**src/rtl/layer_mem_pkg.sv**
```systemverilog
// Shared constants and types for the layer memory arbiter slice:
// bus widths, bank encodings, arbitration states and read owner tags.
package layer_mem_pkg;

  localparam int ADDR_W = 12;
  localparam int DATA_W = 13;

  // Bank select encodings as seen on e_sel/h_sel/m_sel
  localparam logic BANK_L0 = 1'b0;
  localparam logic BANK_L1 = 1'b1;

  // Arbitration priority states
  typedef enum logic {
    ENG_PRI  = 1'b0,
    HOST_PRI = 1'b1
  } arb_state_e;

  // Owner tag carried alongside an in-flight read
  localparam logic OWN_ENG  = 1'b0;
  localparam logic OWN_HOST = 1'b1;

  // Saturating 8-bit increment used by the host wait counter
  function automatic logic [7:0] sat_inc8(input logic [7:0] v, input logic [7:0] lim);
    return (v >= lim) ? lim : v + 8'd1;
  endfunction

endpackage

```
**src/rtl/layer_mem_arbiter_if.sv**
```systemverilog
// Bundle of the engine port, the host port and the memory macro port.
// slave  : the arbiter's view (takes requests, drives grants and the memory command).
// master : the surrounding system's view (requesters plus memory macro).
interface layer_mem_arbiter_if #(
  parameter int ADDR_W = layer_mem_pkg::ADDR_W,
  parameter int DATA_W = layer_mem_pkg::DATA_W
);
  import layer_mem_pkg::*;

  // Engine requester
  logic              e_req;
  logic              e_we;
  logic              e_sel;
  logic [ADDR_W-1:0] e_addr;
  logic [DATA_W-1:0] e_wdata;
  logic              e_gnt;
  logic              e_rvalid;
  logic [DATA_W-1:0] e_rdata;

  // Host requester
  logic              h_req;
  logic              h_we;
  logic              h_sel;
  logic [ADDR_W-1:0] h_addr;
  logic [DATA_W-1:0] h_wdata;
  logic              h_gnt;
  logic              h_rvalid;
  logic [DATA_W-1:0] h_rdata;

  // Memory macro
  logic              m_en;
  logic              m_we;
  logic              m_sel;
  logic [ADDR_W-1:0] m_addr;
  logic [DATA_W-1:0] m_wdata;
  logic [DATA_W-1:0] m_rdata;

  modport slave (
    input  e_req, e_we, e_sel, e_addr, e_wdata,
    output e_gnt, e_rvalid, e_rdata,
    input  h_req, h_we, h_sel, h_addr, h_wdata,
    output h_gnt, h_rvalid, h_rdata,
    output m_en, m_we, m_sel, m_addr, m_wdata,
    input  m_rdata
  );

  modport master (
    output e_req, e_we, e_sel, e_addr, e_wdata,
    input  e_gnt, e_rvalid, e_rdata,
    output h_req, h_we, h_sel, h_addr, h_wdata,
    input  h_gnt, h_rvalid, h_rdata,
    input  m_en, m_we, m_sel, m_addr, m_wdata,
    output m_rdata
  );

endinterface

```
**src/rtl/layer_mem_rd_pipe.sv**
```systemverilog
// Two-stage read tracker: carries a valid bit and owner tag from grant to the
// cycle the memory returns data, then steers m_rdata to the owning requester.
// Each requester's rdata holds its last returned word between pulses.
module layer_mem_rd_pipe #(
  parameter int DATA_W = layer_mem_pkg::DATA_W
) (
  input  logic              clk,
  input  logic              reset,
  input  logic              issue_i,    // a read was granted this cycle
  input  logic              owner_i,    // who owns that read
  input  logic [DATA_W-1:0] m_rdata_i,
  output logic              e_rvalid_o,
  output logic [DATA_W-1:0] e_rdata_o,
  output logic              h_rvalid_o,
  output logic [DATA_W-1:0] h_rdata_o
);
  import layer_mem_pkg::*;

  logic              vld1_q, own1_q;
  logic              vld2_q, own2_q;
  logic [DATA_W-1:0] e_hold_q, h_hold_q;

  // Advance the tag pipeline; reset drops anything in flight
  always_ff @(posedge clk or posedge reset) begin
    if (reset) begin
      vld1_q <= 1'b0;
      own1_q <= OWN_ENG;
      vld2_q <= 1'b0;
      own2_q <= OWN_ENG;
    end else begin
      vld1_q <= issue_i;
      own1_q <= owner_i;
      vld2_q <= vld1_q;
      own2_q <= own1_q;
    end
  end

  assign e_rvalid_o = vld2_q && (own2_q == OWN_ENG);
  assign h_rvalid_o = vld2_q && (own2_q == OWN_HOST);

  // Remember the last word returned to each requester
  always_ff @(posedge clk or posedge reset) begin
    if (reset) begin
      e_hold_q <= '0;
      h_hold_q <= '0;
    end else begin
      if (e_rvalid_o) e_hold_q <= m_rdata_i;
      if (h_rvalid_o) h_hold_q <= m_rdata_i;
    end
  end

  // Show live memory data during the pulse, the held word otherwise
  assign e_rdata_o = e_rvalid_o ? m_rdata_i : e_hold_q;
  assign h_rdata_o = h_rvalid_o ? m_rdata_i : h_hold_q;

endmodule

```
**src/rtl/layer_mem_arbiter.sv**
```systemverilog
// Arbiter sharing the single-port layer memory between the conv engine and
// the host port. Engine has default priority; a host wait counter forces one
// host access ahead of the engine after STARVE_LIMIT consecutive denials.
// Optional build macro ARB_STATS_EN adds per-requester stall counters.
module layer_mem_arbiter #(
  parameter int ADDR_W       = layer_mem_pkg::ADDR_W,
  parameter int DATA_W       = layer_mem_pkg::DATA_W,
  parameter int STARVE_LIMIT = 8
) (
  input  logic clk,
  input  logic reset,
  layer_mem_arbiter_if.slave bus
`ifdef ARB_STATS_EN
  ,
  output logic [15:0] e_stall_cnt,
  output logic [15:0] h_stall_cnt
`endif
);
  import layer_mem_pkg::*;

  localparam logic [7:0] LIMIT    = 8'(STARVE_LIMIT);
  localparam logic [7:0] LIMIT_M1 = 8'(STARVE_LIMIT - 1);

  arb_state_e        state_q, state_d;
  logic [7:0]        wait_cnt_q, wait_cnt_d;
  logic              e_gnt, h_gnt;
  logic              host_denied;

  logic              m_en_q, m_we_q, m_sel_q;
  logic [ADDR_W-1:0] m_addr_q;
  logic [DATA_W-1:0] m_wdata_q;

  // State register and host wait counter
  always_ff @(posedge clk or posedge reset) begin
    if (reset) begin
      state_q    <= ENG_PRI;
      wait_cnt_q <= 8'd0;
    end else begin
      state_q    <= state_d;
      wait_cnt_q <= wait_cnt_d;
    end
  end

  assign host_denied = bus.h_req && !h_gnt;

  // Next state: escalate to host priority on the denial that hits the limit
  always_comb begin
    state_d    = state_q;
    wait_cnt_d = host_denied ? sat_inc8(wait_cnt_q, LIMIT) : 8'd0;
    case (state_q)
      ENG_PRI: begin
        if (host_denied && (wait_cnt_q >= LIMIT_M1)) state_d = HOST_PRI;
      end
      HOST_PRI: begin
        if (h_gnt || !bus.h_req) begin
          state_d    = ENG_PRI;
          wait_cnt_d = 8'd0;
        end
      end
      default: state_d = ENG_PRI;
    endcase
  end

  // Grant outputs: combinational from requests and current priority
  always_comb begin
    e_gnt = 1'b0;
    h_gnt = 1'b0;
    case (state_q)
      HOST_PRI: begin
        h_gnt = bus.h_req;
        e_gnt = bus.e_req && !bus.h_req;
      end
      default: begin
        e_gnt = bus.e_req;
        h_gnt = bus.h_req && !bus.e_req;
      end
    endcase
  end

  assign bus.e_gnt = e_gnt;
  assign bus.h_gnt = h_gnt;

  // Register the winning request as the memory command; fields hold when idle
  always_ff @(posedge clk or posedge reset) begin
    if (reset) begin
      m_en_q    <= 1'b0;
      m_we_q    <= 1'b0;
      m_sel_q   <= BANK_L0;
      m_addr_q  <= '0;
      m_wdata_q <= '0;
    end else begin
      m_en_q <= e_gnt || h_gnt;
      if (h_gnt) begin
        m_we_q    <= bus.h_we;
        m_sel_q   <= bus.h_sel;
        m_addr_q  <= bus.h_addr;
        m_wdata_q <= bus.h_wdata;
      end else if (e_gnt) begin
        m_we_q    <= bus.e_we;
        m_sel_q   <= bus.e_sel;
        m_addr_q  <= bus.e_addr;
        m_wdata_q <= bus.e_wdata;
      end
    end
  end

  assign bus.m_en    = m_en_q;
  assign bus.m_we    = m_we_q;
  assign bus.m_sel   = m_sel_q;
  assign bus.m_addr  = m_addr_q;
  assign bus.m_wdata = m_wdata_q;

  logic rd_issue, rd_owner;
  assign rd_issue = (e_gnt && !bus.e_we) || (h_gnt && !bus.h_we);
  assign rd_owner = h_gnt ? OWN_HOST : OWN_ENG;

  layer_mem_rd_pipe #(.DATA_W(DATA_W)) u_rd_pipe (
    .clk       (clk),
    .reset     (reset),
    .issue_i   (rd_issue),
    .owner_i   (rd_owner),
    .m_rdata_i (bus.m_rdata),
    .e_rvalid_o(bus.e_rvalid),
    .e_rdata_o (bus.e_rdata),
    .h_rvalid_o(bus.h_rvalid),
    .h_rdata_o (bus.h_rdata)
  );

`ifdef ARB_STATS_EN
  logic [15:0] e_stall_q, h_stall_q;

  // Saturating counts of cycles each requester waited without a grant
  always_ff @(posedge clk or posedge reset) begin
    if (reset) begin
      e_stall_q <= 16'd0;
      h_stall_q <= 16'd0;
    end else begin
      if (bus.e_req && !e_gnt && (e_stall_q != 16'hFFFF)) e_stall_q <= e_stall_q + 16'd1;
      if (bus.h_req && !h_gnt && (h_stall_q != 16'hFFFF)) h_stall_q <= h_stall_q + 16'd1;
    end
  end

  assign e_stall_cnt = e_stall_q;
  assign h_stall_cnt = h_stall_q;
`endif

endmodule

```
**src/flat_wrapper.sv**
```systemverilog
// flat-port wrapper written by rule: the top's interface ports become plain ports
module layer_mem_arbiter_flat import layer_mem_pkg::*;
#(
  parameter int ADDR_W       = layer_mem_pkg::ADDR_W,
  parameter int DATA_W       = layer_mem_pkg::DATA_W,
  parameter int STARVE_LIMIT = 8
)
  (clk, reset, bus_e_req, bus_e_we, bus_e_sel, bus_e_addr, bus_e_wdata, bus_e_gnt, bus_e_rvalid, bus_e_rdata, bus_h_req, bus_h_we, bus_h_sel, bus_h_addr, bus_h_wdata, bus_h_gnt, bus_h_rvalid, bus_h_rdata, bus_m_en, bus_m_we, bus_m_sel, bus_m_addr, bus_m_wdata, bus_m_rdata);
  layer_mem_arbiter_if #(.ADDR_W(ADDR_W), .DATA_W(DATA_W)) bus_i ();
  input  logic clk;
  input  logic reset;
  input wire logic [$bits(bus_i.e_req)-1:0] bus_e_req;
  input wire logic [$bits(bus_i.e_we)-1:0] bus_e_we;
  input wire logic [$bits(bus_i.e_sel)-1:0] bus_e_sel;
  input wire logic [$bits(bus_i.e_addr)-1:0] bus_e_addr;
  input wire logic [$bits(bus_i.e_wdata)-1:0] bus_e_wdata;
  output wire logic [$bits(bus_i.e_gnt)-1:0] bus_e_gnt;
  output wire logic [$bits(bus_i.e_rvalid)-1:0] bus_e_rvalid;
  output wire logic [$bits(bus_i.e_rdata)-1:0] bus_e_rdata;
  input wire logic [$bits(bus_i.h_req)-1:0] bus_h_req;
  input wire logic [$bits(bus_i.h_we)-1:0] bus_h_we;
  input wire logic [$bits(bus_i.h_sel)-1:0] bus_h_sel;
  input wire logic [$bits(bus_i.h_addr)-1:0] bus_h_addr;
  input wire logic [$bits(bus_i.h_wdata)-1:0] bus_h_wdata;
  output wire logic [$bits(bus_i.h_gnt)-1:0] bus_h_gnt;
  output wire logic [$bits(bus_i.h_rvalid)-1:0] bus_h_rvalid;
  output wire logic [$bits(bus_i.h_rdata)-1:0] bus_h_rdata;
  output wire logic [$bits(bus_i.m_en)-1:0] bus_m_en;
  output wire logic [$bits(bus_i.m_we)-1:0] bus_m_we;
  output wire logic [$bits(bus_i.m_sel)-1:0] bus_m_sel;
  output wire logic [$bits(bus_i.m_addr)-1:0] bus_m_addr;
  output wire logic [$bits(bus_i.m_wdata)-1:0] bus_m_wdata;
  input wire logic [$bits(bus_i.m_rdata)-1:0] bus_m_rdata;
  assign bus_i.e_req = bus_e_req;
  assign bus_i.e_we = bus_e_we;
  assign bus_i.e_sel = bus_e_sel;
  assign bus_i.e_addr = bus_e_addr;
  assign bus_i.e_wdata = bus_e_wdata;
  assign bus_e_gnt = bus_i.e_gnt;
  assign bus_e_rvalid = bus_i.e_rvalid;
  assign bus_e_rdata = bus_i.e_rdata;
  assign bus_i.h_req = bus_h_req;
  assign bus_i.h_we = bus_h_we;
  assign bus_i.h_sel = bus_h_sel;
  assign bus_i.h_addr = bus_h_addr;
  assign bus_i.h_wdata = bus_h_wdata;
  assign bus_h_gnt = bus_i.h_gnt;
  assign bus_h_rvalid = bus_i.h_rvalid;
  assign bus_h_rdata = bus_i.h_rdata;
  assign bus_m_en = bus_i.m_en;
  assign bus_m_we = bus_i.m_we;
  assign bus_m_sel = bus_i.m_sel;
  assign bus_m_addr = bus_i.m_addr;
  assign bus_m_wdata = bus_i.m_wdata;
  assign bus_i.m_rdata = bus_m_rdata;
  layer_mem_arbiter #(.ADDR_W(ADDR_W), .DATA_W(DATA_W), .STARVE_LIMIT(STARVE_LIMIT)) u_core (.clk(clk), .reset(reset), .bus(bus_i));
endmodule
```
**config.mk**
```make
export PLATFORM = sky130hd
export DESIGN_NAME = layer_mem_arbiter_flat
export DESIGN_NICKNAME = d
export VERILOG_FILES = /design/src/rtl/layer_mem_pkg.sv /design/src/rtl/layer_mem_arbiter_if.sv /design/src/rtl/layer_mem_rd_pipe.sv /design/src/rtl/layer_mem_arbiter.sv /design/src/flat_wrapper.sv
export SDC_FILE = /design/constraint.sdc
export NUM_CORES = 1
export LEC_CHECK = 0
export CORE_MARGIN = 2
export CORE_UTILIZATION = 39
export DETAILED_ROUTE_END_ITERATION = 10
export PLACE_DENSITY = 0.75
export REMOVE_ABC_BUFFERS = 1
export SKIP_CTS_REPAIR_TIMING = 1
export SLEW_MARGIN = 40
export SYNTH_ARGS = -nofsm -noshare
export SYNTH_HDL_FRONTEND = slang
export SYNTH_SLANG_ARGS = --single-unit
```
**constraint.sdc**
```tcl
create_clock -name clk -period 2.7 [get_ports clk]
set_input_delay 0.54 -clock clk [delete_from_list [all_inputs] [get_ports clk]]
set_output_delay 0.54 -clock clk [all_outputs]
set_load 0.05 [all_outputs]
```
# [Word level (Yosys, flattened, before mapping)]
# Cells that the tools add are included.
[op_classes] order_cmp=2 add_sub_neg=1 n_mux=20 bitwise=2 reduce_logical=17
[op_table] op="13-bit 2-to-1 mux" count=4
[op_table] op="8-bit 2-to-1 mux" count=4
[op_table] op="12-bit 2-to-1 mux" count=2
[op_table] op="1-bit 2-to-1 mux" count=9
[op_table] op="8-bit by 1-bit adder with 8-bit output (second input constant)" count=1
[op_table] op="8-bit by 3-bit greater-or-equal comparator with 1-bit output (second input constant)" count=1
[op_table] op="8-bit by 4-bit greater-or-equal comparator with 1-bit output (second input constant)" count=1
[op_table] op="1-bit logical AND" count=8
[op_table] op="1-bit zero test" count=5
[op_table] op="1-bit logical OR" count=3
[op_table] op="1-bit inverter" count=2
[op_table] op="1-bit one-hot mux with 2 select lines" count=1
[op_table] op="2-bit nonzero test" count=1
[word_totals] out_inout_bits=58 elab_cells=55 in_bits=71 regBits=67

# [Longest topological paths before layout]
[depth] word_depth=8 ltp_mapped=5 ltp_nobuf=4

# [Hierarchy]
# From an unflattened synthesis, not the netlist that was laid out.
[hier_totals] cells_unflattened=223 hier_area_um2=3084.2
[by_module_without_submodules] module="layer_mem_arbiter" instances=1 area_per_inst_um2=1919.3 cells_per_inst=160 seq_area_each_um2=925.9
[by_module_without_submodules] module="layer_mem_rd_pipe" instances=1 area_per_inst_um2=1164.9 cells_per_inst=63 seq_area_each_um2=750.7

# [Worst setup path before layout]
# OpenSTA, ideal clock, no wires.
[synth_timing] kind="reg2out" from="reg u_core.u_rd_pipe.vld2_q" to="out bus_e_rdata[11]" setup_slack_ns=0.875 required_time_ns=2.160 stages_incl_launch_ff=4 path_buffers=1 arrival_time_ns=1.285 path_cell_list="dfrtp_1 > nand2b_1 > buf_2 > mux2_1"
[synth_via] elab_chain_cells=2
[synth_lines] item="start: declaration" line_no="layer_mem_rd_pipe.sv:20" text="logic vld2_q, own2_q;"
[synth_lines] item="start signal: assignment" line_no="layer_mem_rd_pipe.sv:33" text="vld2_q <= vld1_q;"
[synth_lines] item="1-bit logical AND" line_no="layer_mem_rd_pipe.sv:38" text="assign e_rvalid_o = vld2_q && (own2_q == OWN_ENG);"
[synth_lines] item="13-bit 2-to-1 mux" line_no="layer_mem_rd_pipe.sv:53" text="assign e_rdata_o = e_rvalid_o ? m_rdata_i : e_hold_q;"
[synth_lines] item="end: declaration" line_no="flat_wrapper.sv:19" text="output wire logic [$bits(bus_i.e_rdata)-1:0] bus_e_rdata;"
# No other way between the ends.

# [Final worst setup path]
[layout_timing] from="in bus_m_rdata[8]" to="out bus_e_rdata[8]"
[layout_via] elab_chain_cells=1
[layout_lines] item="start: declaration" line_no="flat_wrapper.sv:33" text="input wire logic [$bits(bus_i.m_rdata)-1:0] bus_m_rdata;"
[layout_lines] item="13-bit 2-to-1 mux" line_no="layer_mem_rd_pipe.sv:53"
# No other way between the ends.

==> summary.md <==
| Metric | Value |
|---|---|
| Status | `complete, no violations` |
| Yosys reg bits | `67` |
| RSZ-0062 raised after global routing | `false` |
| Ant diodes | `0` |
| Largest family of logic cells by synthesized area | `compound AO/OA/AOI/OAI gates` |
| CTS tree | `yes` |
| Cell area after synthesis | `3000 µm²` |
| Total power | `3.27 mW` |
| Fill cells | `591` |
| Distinct cells, synth | `31` |
| Port Buf Inserts | `128` |
| Chip width | `91.7 µm` |
| Initial Utilization | `0.409` |
| DR iter-0 viols | `87` |
| First-pass GRT wire length | `11700 µm` |
| Setup crit start | `bus_m_rdata[8]` |
| Vias | `2348` |
| Final Critical Period | `2.51 ns` |
| Worst-path clk slew | `0.08 ns` |
| Synth area leader | `dfrtp_1` |
| R2R setup slack | `1.35 ns` |
| Core ar. | `7330 µm²` |
| Ratio of cells with drive above 1 in the final layout | `0.284` |
| Sink Count | `67` |
| Top cells by area, synth | `dfrtp_1, mux2_2, o221a_2` |
| Post-synthesis compound-gate area fraction | `0.151` |
| Vias in the first global route | `2396` |
| Grt total ovfl | `0` |
| First drt pass iteration count | `4` |
| Area share of fa/ha/maj cells after synthesis | `0.00835` |
| Max-cap violations | `0` |
| Worst skew pair latency | `0.33 ns` |
| Post-synthesis xor/xnor area fraction | `0.00292` |
| Post-route cell area | `4550 µm²` |
| LEAKAGE | `1.96 nW` |
| Fin Setup TNS | `0 ns` |
| Final Skew | `0.00754 ns` |
| Startpoint types | `primary input` |
| Top cell type's share of synthesized area | `0.559` |
| Routability Congestion | `0.733` |
| Die area | `8400 µm²` |
| Routed Antenna Nets | `0` |
| Area delta synth->final | `51.9%` |
| Crit path max fanout | `2` |
| Via-to-Cell Ratio | `4.93` |
| Final HPWL DP | `5520 µm` |
| Worst r2r src | `u_core.state_q` |
| Tcrit/Tclk final | `0.930` |
| # H-tree levels | `3` |
| Async SR Flop Fraction | `1.00` |
| Worst R2R End | `u_core.bus.m_addr[1]` |
| Placed cell count | `460` |
| Initial antenna violation count | `0` |
| Row count | `31` |
| Max Transition Viols Final | `0` |
| Largest net degree at the start of global routing | `38` |
| Rel. slew slack | `0.535` |
| Max clock buf depth | `2` |
| CP Data Arrival Time | `1.97 ns` |
| DRC | `0` |
| Synth Warn # | `0` |
| Crit path kind | `primary input to output port` |
| CP required | `2.16 ns` |
| Worst vdd ir | `0.235 mV` |
| Syn avg cell area | `12.8 µm²` |
| Min Hold Slack | `0.352 ns` |
| Final WL | `7510 µm` |
| Final std cells w/o fill | `476` |
| Setup Viol. Count Final | `0` |
| Total Nets Final | `445` |
| Final hold vios | `0` |
| Worst Hold Path Cells | `0` |
| EDFF count, synth | `0` |
| Top_reg_cell synth | `dfrtp_1` |
| HP Start | `u_core.u_rd_pipe.vld1_q` |
| Fmax | `398 MHz` |
| Placed Area | `4340 µm²` |
| CTS Buf Count | `9` |
| Synth Instances | `235` |
| Post-synthesis simple-gate area fraction | `0.116` |
| Critical path capture point type | `output port` |
| Die Ht | `91.7 µm` |
| Post-synthesis mux area share | `0.116` |
| Top Ports | `129` |
| Drt wl/cell | `15.8 µm` |
| Worst reg2reg path depth | `4` |
| Worst slew pin tran | `0.696 ns` |
| Root Buffer | `clkbuf_8` |
| Total track usage | `0.178` |
| PD cells | `719 nW/µm²` |
| Hold endpoint | `u_core.u_rd_pipe.vld2_q` |
| Sequential area share after synthesis | `0.559` |
| Worst hold path class | `register to register` |
-- cells by family (layout without fill, tap and decap cells) --
| kind of cell | count (synthesis) | after routing |
|---|---|---|
| AO/OA/AOI/OAI | 51 | 51 |
| flip-flops | 67 | 67 |
| adder cells (fa/ha/maj) | 2 | 2 |
| buffers and inverters | 25 | 164 |
| multiplexers | 30 | 30 |
| other | 1 | 4 |
| AND/OR/NAND/NOR | 58 | 58 |
| XOR/XNOR | 1 | 1 |
-- routing by layer --
| metal | wire length [µm] | vias up | global-route usage | share of wire |
|---|---|---|---|---|
| met4 | 80 | 0 | 0.0682 | 0.011 |
| met2 | 3520 | 103 | 0.279 | 0.47 |
| li1 | - | 1106 | - | - |
| met5 | 0 | - | 0 | 0 |
| met1 | 3230 | 1131 | 0.234 | 0.43 |
| met3 | 679 | 8 | 0.0501 | 0.090 |
-- critical path, cell delays in order --
cell and delay, ns:
clkdlybuf4s50_1 0.42, mux2_1 0.31, clkdlybuf4s50_1 0.70
-- how the worst max path moves through the flow --
stage,to,slack [ns]
after floorplan,u_core.bus.m_addr[0],0.48
after global placement,bus_e_rdata[8],0.21
after detailed placement,bus_e_rdata[8],0.20
after CTS,bus_e_rdata[8],0.19
after global routing,bus_e_rdata[8],0.14
final,bus_e_rdata[8],0.19
-- per-stage QoR --
step                 util  setup slack (ns)
finish              0.621             0.189
global route        0.621             0.142
CTS                 0.621             0.191
detailed placement  0.592             0.198
global placement    0.592             0.211
floorplan               -             0.477
-- synth_stat cells, drive strengths merged, types with 5 or more instances --
cell / number
or2: 18
nand2: 7
a21o: 18
nand2b: 19
dfrtp: 67
o221a: 23
or3: 6
inv: 11
mux2: 29
buf: 13
a21oi: 5
-- registers in the layout (all words and copies together), names as in the netlist, 8 cells and up --
name and cells:
u_core.wait_cnt_q 8, u_core.bus.m_addr 12, u_core.u_rd_pipe.e_hold_q 13, u_core.bus.m_wdata 13
u_core.u_rd_pipe.h_hold_q 13
-- power by group --
| part | leakage [nW] | switching (mW) | internal, mW |
|---|---|---|---|
| clock network | 0.0978 | 0.383 | 0.478 |
| registers | 0.787 | 0.0491 | 1.15 |
| logic | 1.07 | 0.755 | 0.460 |
-- final cells by class --
class | instances | area (µm²) | area share
repair buffers | 137 | 1300 | 0.286
multi-input cells | 146 | 1200 | 0.263
flip-flops and latches | 67 | 1680 | 0.368
well taps | 99 | 124 | 0.0272
clock buffers | 11 | 151 | 0.0333
clock inverters | 5 | 61.3 | 0.0135
inverters | 11 | 41.3 | 0.00907
-- cells in the final DEF (no fill, tap or decap), types with 2 or more instances in the layout --
master / count
clkdlybuf4s50_1: 100
dfrtp_1: 67
buf_4: 34
o221a_2: 23
mux2_2: 23
nand2b_1: 19
a21o_1: 18
or2_1: 16
clkbuf_8: 11
inv_1: 10
or3_1: 6
nand2_1: 5
a21oi_1: 5
o22ai_1: 4
conb_1: 4
nor3_1: 3
mux2_1: 3
mux2_4: 3
clkinvlp_4: 3
nand2_2: 2
ha_1: 2
buf_12: 2
(Power assumes the default switching activity.)
